## config.mk

```make
export PLATFORM = sky130hd
export DESIGN_NAME = oam_dma
export DESIGN_NICKNAME = d
export VERILOG_FILES = /design/src/rtl/oam_dma_pkg.sv /design/src/rtl/oam_dma.sv
export SDC_FILE = /design/constraint.sdc
export NUM_CORES = 1
export LEC_CHECK = 0
export BUFFER_PORTS_ARGS = -buffer_cell sky130_fd_sc_hd__buf_2
export CAP_MARGIN = 25
export CELL_PAD_IN_SITES_DETAIL_PLACEMENT = 1
export CELL_PAD_IN_SITES_GLOBAL_PLACEMENT = 2
export CORE_ASPECT_RATIO = 0.6
export CORE_UTILIZATION = 30
export CTS_CLUSTER_DIAMETER = 80
export DETAILED_ROUTE_END_ITERATION = 10
export GPL_TIMING_DRIVEN = 0
export PLACE_DENSITY_LB_ADDON = 0.1
export SLEW_MARGIN = 20
export SYNTH_ARGS = -nofsm -noshare
export SYNTH_HDL_FRONTEND = slang
export SYNTH_SLANG_ARGS = --single-unit
```

## constraint.sdc

```tcl
create_clock -name clk -period 4 [get_ports clk]
set_input_delay 1 -clock clk [delete_from_list [all_inputs] [get_ports clk]]
set_output_delay 1 -clock clk [all_outputs]
set_load 0.05 [all_outputs]
```

## src/rtl/oam_dma_pkg.sv

```systemverilog
// Shared constants and FSM state encoding for the oam_dma sprite DMA engine.
package oam_dma_pkg;

    localparam logic [15:0] DMA_REG  = 16'h4014;
    localparam logic [15:0] OAM_PORT = 16'h2004;
    localparam int          LEN      = 256;
    localparam logic [7:0]  CNT_LAST = 8'(LEN - 1);

    typedef enum logic [2:0] {
        ST_IDLE  = 3'd0,
        ST_HALT  = 3'd1,
        ST_ALIGN = 3'd2,
        ST_READ  = 3'd3,
        ST_WRITE = 3'd4
    } state_e;

endpackage

```

## src/rtl/oam_dma.sv

```systemverilog
// Sprite DMA engine and CPU bus master mux: a CPU write to DMA_REG halts the CPU and copies one
// 256-byte page to OAM_PORT. Define OAM_DMA_ALIGN_EN to add the odd-cycle ALIGN wait state.
module oam_dma
    import oam_dma_pkg::*;
(
    input  logic        clk,
    input  logic        reset_n,
    input  logic        tick,
    input  logic [15:0] cpu_memaddr,
    input  logic [7:0]  cpu_memwdata,
    input  logic        cpu_memwr,
    input  logic        cpu_memreq,
    output logic        cpu_memack,
    output logic [7:0]  cpu_memrdata,
    output logic        halt,
    output logic [15:0] memaddr,
    output logic [7:0]  memwdata,
    output logic        memwr,
    output logic        memreq,
    input  logic        memack,
    input  logic [7:0]  memrdata,
    output logic [2:0]  dbg_state,
    output logic        dbg_odd,
    output logic        dbg_err
);

    state_e     state_q, state_d;
    logic [7:0] page_q, page_d;
    logic [7:0] cnt_q, cnt_d;
    logic [7:0] data_q, data_d;
    logic       odd_q, odd_d;
    logic       tick0_q, tick0_d;
    logic       req_q, req_d;
    logic       err_q, err_d;
    logic       trigger, dma_bus, acked;

    assign trigger = tick && cpu_memwr && (cpu_memaddr == DMA_REG);
    assign dma_bus = (state_q == ST_READ) || (state_q == ST_WRITE);
    assign acked   = req_q && memack;

    always_comb begin
        state_d = state_q;
        page_d  = page_q;
        cnt_d   = cnt_q;
        data_d  = data_q;
        odd_d   = odd_q ^ tick;
        tick0_d = tick;
        req_d   = req_q;
        err_d   = err_q | (tick & req_q & ~memack & dma_bus);
        // A DMA request opens on the clk after a tick and is held until the bus acks it.
        if (tick0_q && dma_bus) req_d = 1'b1;
        if (acked)              req_d = 1'b0;

        case (state_q)
            ST_IDLE: begin
                if (trigger) begin
                    page_d  = cpu_memwdata;
                    cnt_d   = 8'd0;
                    state_d = ST_HALT;
                end
            end
            ST_HALT: begin
                if (tick) begin
`ifdef OAM_DMA_ALIGN_EN
                    state_d = odd_q ? ST_ALIGN : ST_READ;
`else
                    state_d = ST_READ;
`endif
                end
            end
            ST_ALIGN: begin
                if (tick) state_d = ST_READ;
            end
            ST_READ: begin
                if (acked) data_d = memrdata;
                if (tick)  state_d = ST_WRITE;
            end
            ST_WRITE: begin
                if (tick) begin
                    cnt_d = cnt_q + 8'd1;
                    if (cnt_q != CNT_LAST) begin
                        state_d = ST_READ;
                    end else if (trigger) begin
                        // Back-to-back trigger on the final tick starts a fresh transfer.
                        page_d  = cpu_memwdata;
                        cnt_d   = 8'd0;
                        state_d = ST_HALT;
                    end else begin
                        state_d = ST_IDLE;
                    end
                end
            end
            default: state_d = ST_IDLE;
        endcase
    end

    always_ff @(posedge clk or negedge reset_n) begin
        if (!reset_n) begin
            state_q <= ST_IDLE;
            page_q  <= 8'd0;
            cnt_q   <= 8'd0;
            data_q  <= 8'd0;
            odd_q   <= 1'b0;
            tick0_q <= 1'b0;
            req_q   <= 1'b0;
            err_q   <= 1'b0;
        end else begin
            state_q <= state_d;
            page_q  <= page_d;
            cnt_q   <= cnt_d;
            data_q  <= data_d;
            odd_q   <= odd_d;
            tick0_q <= tick0_d;
            req_q   <= req_d;
            err_q   <= err_d;
        end
    end

    // The CPU owns the bus only in IDLE; otherwise it is halted and sees no acks.
    always_comb begin
        cpu_memrdata = memrdata;
        if (state_q == ST_IDLE) begin
            memaddr    = cpu_memaddr;
            memwdata   = cpu_memwdata;
            memwr      = cpu_memwr;
            memreq     = cpu_memreq;
            cpu_memack = memack;
        end else begin
            memaddr    = (state_q == ST_WRITE) ? OAM_PORT : {page_q, cnt_q};
            memwdata   = data_q;
            memwr      = (state_q == ST_WRITE);
            memreq     = req_q;
            cpu_memack = 1'b0;
        end
    end

    assign halt      = (state_q != ST_IDLE);
    assign dbg_state = state_q;
    assign dbg_odd   = odd_q;
    assign dbg_err   = err_q;

endmodule
```

==> metrics.cfg, run 1 <==
[detailed_routing]
drt-initial-drc-count = 69
wl_um = 6020
num_vias = 1818
avgViaCountPerCell = 4.86
postRouteAntennaNets = 0
post-route-drc-count = 0
first_pass_iters = 4
wl_per_cell_um = 16.1

[clock_tree]
cts_resized = 0
cts.sinks = 31
htreeDepth = 2
cts_setup_buffers = 0
ctsHoldBuffers = 0
clock_latency_ps = 290
path_clk_slew_ps = 60
clockBufferDepth = 2
cts_tree = done
clockRootBuffer = clkbuf_8
numCtsBuffers = 5

[die]
fp.dieW_um = 106
coreArea_um2 = 6170
start_util = 0.315
dieHeight_um = 64.3
rows = 22
top_level_ports = 79
die_area_um2 = 6810

[logic_synthesis]
netlist_area_um2 = 1940
ys_async_sr_fraction = 1.00
synthCells = 205
yosys_warnings = 0
yosysSeqAreaShare = 0.399
synthFlopType = dfrtp_1
synth_edf_count = 0
yosys.cell_types.count = 46
synth_seq_cells = 31
syn-num-nets = 244
synth.avg_cell_area_um2 = 9.47

[worst_hold_path]
hold_end = dbg_odd
holdPathStages = 1
hold_path_startpoint = dbg_odd
worstHoldPathType = register to register

[global_route]
grt_pass1_vias = 1883
grt_use_total = 0.195
grt_overflow = 0
antenna_found_initial = 0
grt_max_degree = 32
grt_pass1_wl_um = 10100

[sta]
finalSetupViolations = 0
slew_headroom = 0.513
hold-worst-slack_ps = 467
worst_pin_slew_ps = 730
drv_slew = 0
setup-tns-final_ps = 0
finalHoldViolCount = 0
fin_crit_sh = 0.921
finClkSkew_ps = 5.47
post-route-min-period_ps = 3680
rsz0062_at_grt = no
fmax_mhz = 271

[pwr]
p_total_uw = 2010
p_per_area_nw_per_um2 = 795
peakVddDrop_mv = 0.351
p_leak_uw = 0.00125

[place]
port-buffer-count = 78
dp_hpwl_um = 4690
gp_congestion = 0.777

[cells_and_area]
filler_cell_count = 754
drive_above_1_share = 0.410
layout_common_cells = buf_2 (78), dfrtp_1 (31), nand2_1 (28)
final_nets = 329
syn_to_final_growth_pct = 30.0
n_antenna_cell = 0
final_common_cell = buf_2
regArea_um2 = 776
multi_input_area_um2 = 1050
final_util = 0.409

[setup_path]
r2r_end = page_q[2]
critical_path_arrival_ps = 2680
cp-start-kind = register
ff2ff_setup_slack_ps = 1430
critPathLaunch = dbg_state[0]
reg2reg_from = cnt_q[0]
crit_path_end_kind = output pin
r2r_cells = 5
worstSetupPathType = register to output pin
cp.required_ps = 3000
path_max_fanout = 10

[status]
status = completed

[job]
maxCapViolCount = 0

==> final cells by class <==
cell class / count / share of cell area
Tap cell: 84 / 0.0416
Inverter: 4 / 0.00595
Buffer: 19 / 0.0401
Multi-Input combinational cell: 151 / 0.416
Clock inverter: 1 / 0.00198
Sequential cell: 31 / 0.307
Clock buffer: 6 / 0.0327
Timing Repair Buffer: 78 / 0.155
==> per-stage QoR <==
| stage | instances | area, um^2 | setup slack [ps] |
|---|---|---|---|
| 6_report | 374 | 2520 | 315 |
| 5_1_grt | 374 | 2520 | 60.0 |
| 4_1_cts | 374 | 2520 | 281 |
| 3_5_place_dp | 367 | 2440 | 604 |
| 3_3_place_gp | 367 | 2440 | 610 |
| 2_1_floorplan | 205 | 1940 | 341 |
==> critical path, cell delays in order, from the launching register on <==
cell	delay, ps
dfrtp_1	460
or2_2	150
clkbuf_1	390
nor2_1	200
inv_1	120
clkbuf_1	460
mux2_2	400
buf_2	210
==> routing by layer <==
layer	GRT usage	vias up	routed length (um)
met1	0.298	872	3290
li1	-	889	-
met3	0.0490	4	358
met4	0.0469	0	42
met5	0	-	0
met2	0.266	53	2330
==> flip-flops by register name, indices dropped and copies added (netlist names) <==
name / cells
dbg_err: 1
cnt_q: 8
dbg_odd: 1
dbg_state: 3
data_q: 8
req_q: 1
page_q: 8
tick0_q: 1
==> kinds of logic after synthesis <==
family | share of synthesized area
AO/OA/AOI/OAI | 0.133
XOR/XNOR | 0.0226
adder cells (fa/ha/maj) | 0.00644
buffers and inverters | 0.0599
flip-flops | 0.399
multiplexers | 0.155
AND/OR/NAND/NOR | 0.224
==> cell usage after synthesis (2+ instances only) <==
master,count,area [um^2]
mux2_1,2,22.5
nor4bb_1,2,20.0
nand4_1,4,25.0
o22ai_1,2,12.5
nand2_1,28,105
a211oi_1,2,15.0
nand2b_1,17,106
o21ai_0,22,110
and3_1,2,12.5
buf_4,8,60.1
mux2i_1,2,20.0
mux2_2,23,259
a21oi_1,3,15.0
clkbuf_1,10,37.5
nor2_1,8,30.0
inv_1,4,15.0
dfrtp_1,31,776
nand3_1,4,20.0
xor2_1,4,35.0
==> power by group <==
group	internal [uW]	total [uW]	leakage [uW]	switching, uW
logic	331	1290	0.000808	957
registers	392	462	0.000399	70.0
clock network	135	257	0.0000470	122
==> worst max-delay path by stage <==
stage | to | cells past startpoint
floorplan | cpu_memack | 6
global placement | memwdata[2] | 7
detailed placement | memwdata[4] | 7
CTS | memwdata[4] | 7
global route | memwdata[5] | 7
finish | memwdata[4] | 7
(Power assumes the default switching activity.)
==> inputs of run 2 (changes only) <==
CELL_PAD_IN_SITES_DETAIL_PLACEMENT = unset   (was 1)
CELL_PAD_IN_SITES_GLOBAL_PLACEMENT = unset   (was 2)
CORE_MARGIN = 3   (was unset)
CORE_UTILIZATION = 52   (was 30)
PLACE_DENSITY = 0.85   (was unset)
PLACE_DENSITY_LB_ADDON = unset   (was 0.1)
==> metrics.cfg, run 2 (synthesis results as in run 1) <==
[status]
status = completed

[sta]
setup-tns-final_ps = 0  ; unchanged
post-route-min-period_ps = 3580  ; -106 ps
slew_headroom = 0.520  ; +0.00659
worst_pin_slew_ps = 720  ; -9.88 ps
finalHoldViolCount = 0  ; unchanged
fin_crit_sh = 0.895  ; -0.0264
finClkSkew_ps = 5.12  ; -0.352 ps
setup_ws_ps = 421  ; +106 ps
hold-worst-slack_ps = 469  ; +2.17 ps
finalSetupViolations = 0  ; unchanged
drv_slew = 0  ; unchanged
fmax_mhz = 279  ; +3.0%
rsz0062_at_grt = no

[die]
dieHeight_um = 53.3  ; -17%
coreArea_um2 = 3420  ; -44%
rows = 16  ; -27%
start_util = 0.567  ; +0.252
fp.dieW_um = 84.9  ; -20%
top_level_ports = 79  ; unchanged
die_area_um2 = 4530  ; -34%

[global_route]
grt_use_met3 = 0.0824  ; +0.0334
grt_pass1_wl_um = 8250  ; -19%
grt_max_degree = 32  ; unchanged
grt_pass1_vias = 1668  ; -11%
grt_use_total = 0.246  ; +0.0516
global_route.usage.met2 = 0.358  ; +0.0921
antenna_found_initial = 0  ; unchanged
met1_usage = 0.338  ; +0.0396
top_usage_layer = met2
grt_overflow = 0  ; unchanged

[pwr]
p_leak_uw = 0.00125  ; -0.39%
p_int_uw = 846  ; -1.4%
p_sw_uw = 1130  ; -1.7%
p_total_uw = 1970  ; -1.6%
p_per_area_nw_per_um2 = 800  ; +0.59%
p_comb_frac = 0.644  ; +0.002
p_seq_frac = 0.234  ; +0.004
clockPowerShare = 0.121  ; -0.007
p_sw_frac = 0.571  ; -0.000705
peakVddDrop_mv = 0.496  ; +41%

[clock_tree]
cts_tree = done
clockRootBuffer = clkbuf_8
numCtsBuffers = 5  ; unchanged
htreeDepth = 2  ; unchanged
cts_resized = 0  ; unchanged
clock_latency_ps = 290  ; about the same
path_clk_slew_ps = 60  ; about the same
cts_setup_buffers = 0  ; unchanged
cts.sinks = 31  ; unchanged
clockBufferDepth = 2  ; unchanged
ctsHoldBuffers = 0  ; unchanged

[cells_and_area]
syn_to_final_growth_pct = 27.2
layout_common_cells = buf_2 (78), dfrtp_1 (31), nand2_1 (28)
filler_cell_count = 274  ; -64%
final_common_cell = buf_2
drive_above_1_share = 0.405  ; -0.00485
reg_top3 = cnt_q (8), data_q (8), page_q (8)
n_antenna_cell = 0  ; unchanged
fin_cells = 336  ; -10%
multi_input_area_um2 = 1050  ; unchanged
regArea_um2 = 776  ; unchanged
final_nets = 329  ; unchanged

[worst_hold_path]
worstHoldPathType = register to register

[setup_path]
crit_path_cell_trace = or2_2 > clkbuf_1 > nor2_1 > inv_1 > clkbuf_1 > mux2_2 > buf_2
crit_path_end_kind = output pin
cp.required_ps = 3000  ; about the same
cpMostUsedCell = clkbuf_1
worstSetupPathType = register to output pin
critical_path_buf_inv_count = 4  ; unchanged
slowest_delay_ps = 470  ; about the same
cp-start-kind = register
critical_path_arrival_ps = 2580  ; -100 ps
crit_slowest_cell = dfrtp_1
path_max_fanout = 10  ; unchanged
critPathTopFamily = buffers and inverters

[detailed_routing]
post-route-drc-count = 0  ; unchanged
wl_per_cell_um = 15.4  ; -4.5%
num_vias = 1858  ; +2.2%
avgViaCountPerCell = 5.53  ; +14%
first_pass_iters = 4  ; unchanged
postRouteAntennaNets = 0  ; unchanged
drt-initial-drc-count = 120  ; +74%
wl_um = 5160  ; -14%

[place]
port-buffer-count = 78  ; unchanged
dp_hpwl_um = 4010  ; -14%
gp_congestion = 0.897  ; +15%
dp_cells = 328  ; -11%
pre_cts_slack_ps = 741  ; +137 ps

[job]
maxCapViolCount = 0  ; unchanged

## run 2: metal layers
layer / vias up / part of all wire
met2: 94 / 0.42
met4: 0 / 0.014
met1: 863 / 0.45
li1: 894 / -
met5: - / 0
met3: 7 / 0.12
## run 2: layout make-up
cell class                      count  share of cell area
Multi-Input combinational cell    151               0.425
Sequential cell                    31               0.314
Timing Repair Buffer               78               0.158
Buffer                             19              0.0410
Clock buffer                        7              0.0309
Tap cell                           45              0.0228
Inverter                            4             0.00608
Clock inverter                      1             0.00203
## run 2: worst paths after layout
path | from | end | slack, ps | depth (start not counted)
setup / recovery | dbg_state[0] | memwdata[5] | 420 | 7
hold / removal | dbg_err | dbg_err | 470 | 1
setup reg to reg | cnt_q[0] | page_q[5] | 1480 | 5
hold reg to reg | dbg_err | dbg_err | 470 | 1
max in group asynchronous | reset_n | tick0_q | 2800 | 1
min in group asynchronous | reset_n | cnt_q[0] | 760 | 1
## run 2: through the flow
stage | area (um^2) | utilization
detailed placement | 2390 | 0.698
global route | 2470 | 0.721
global placement | 2390 | 0.698
floorplan | 1940 | -
CTS | 2470 | 0.721
finish | 2470 | 0.721
## run 2: power groups by stage
stage                     Sequential, uW  Clock [uW]  Combinational [uW]
final                                463         240                1270
after global routing                 475         257                1350
after CTS                            461         240                1280
after detailed placement             465           0                1270
after global placement               459           0                1260
after floorplan                      531           0                 921
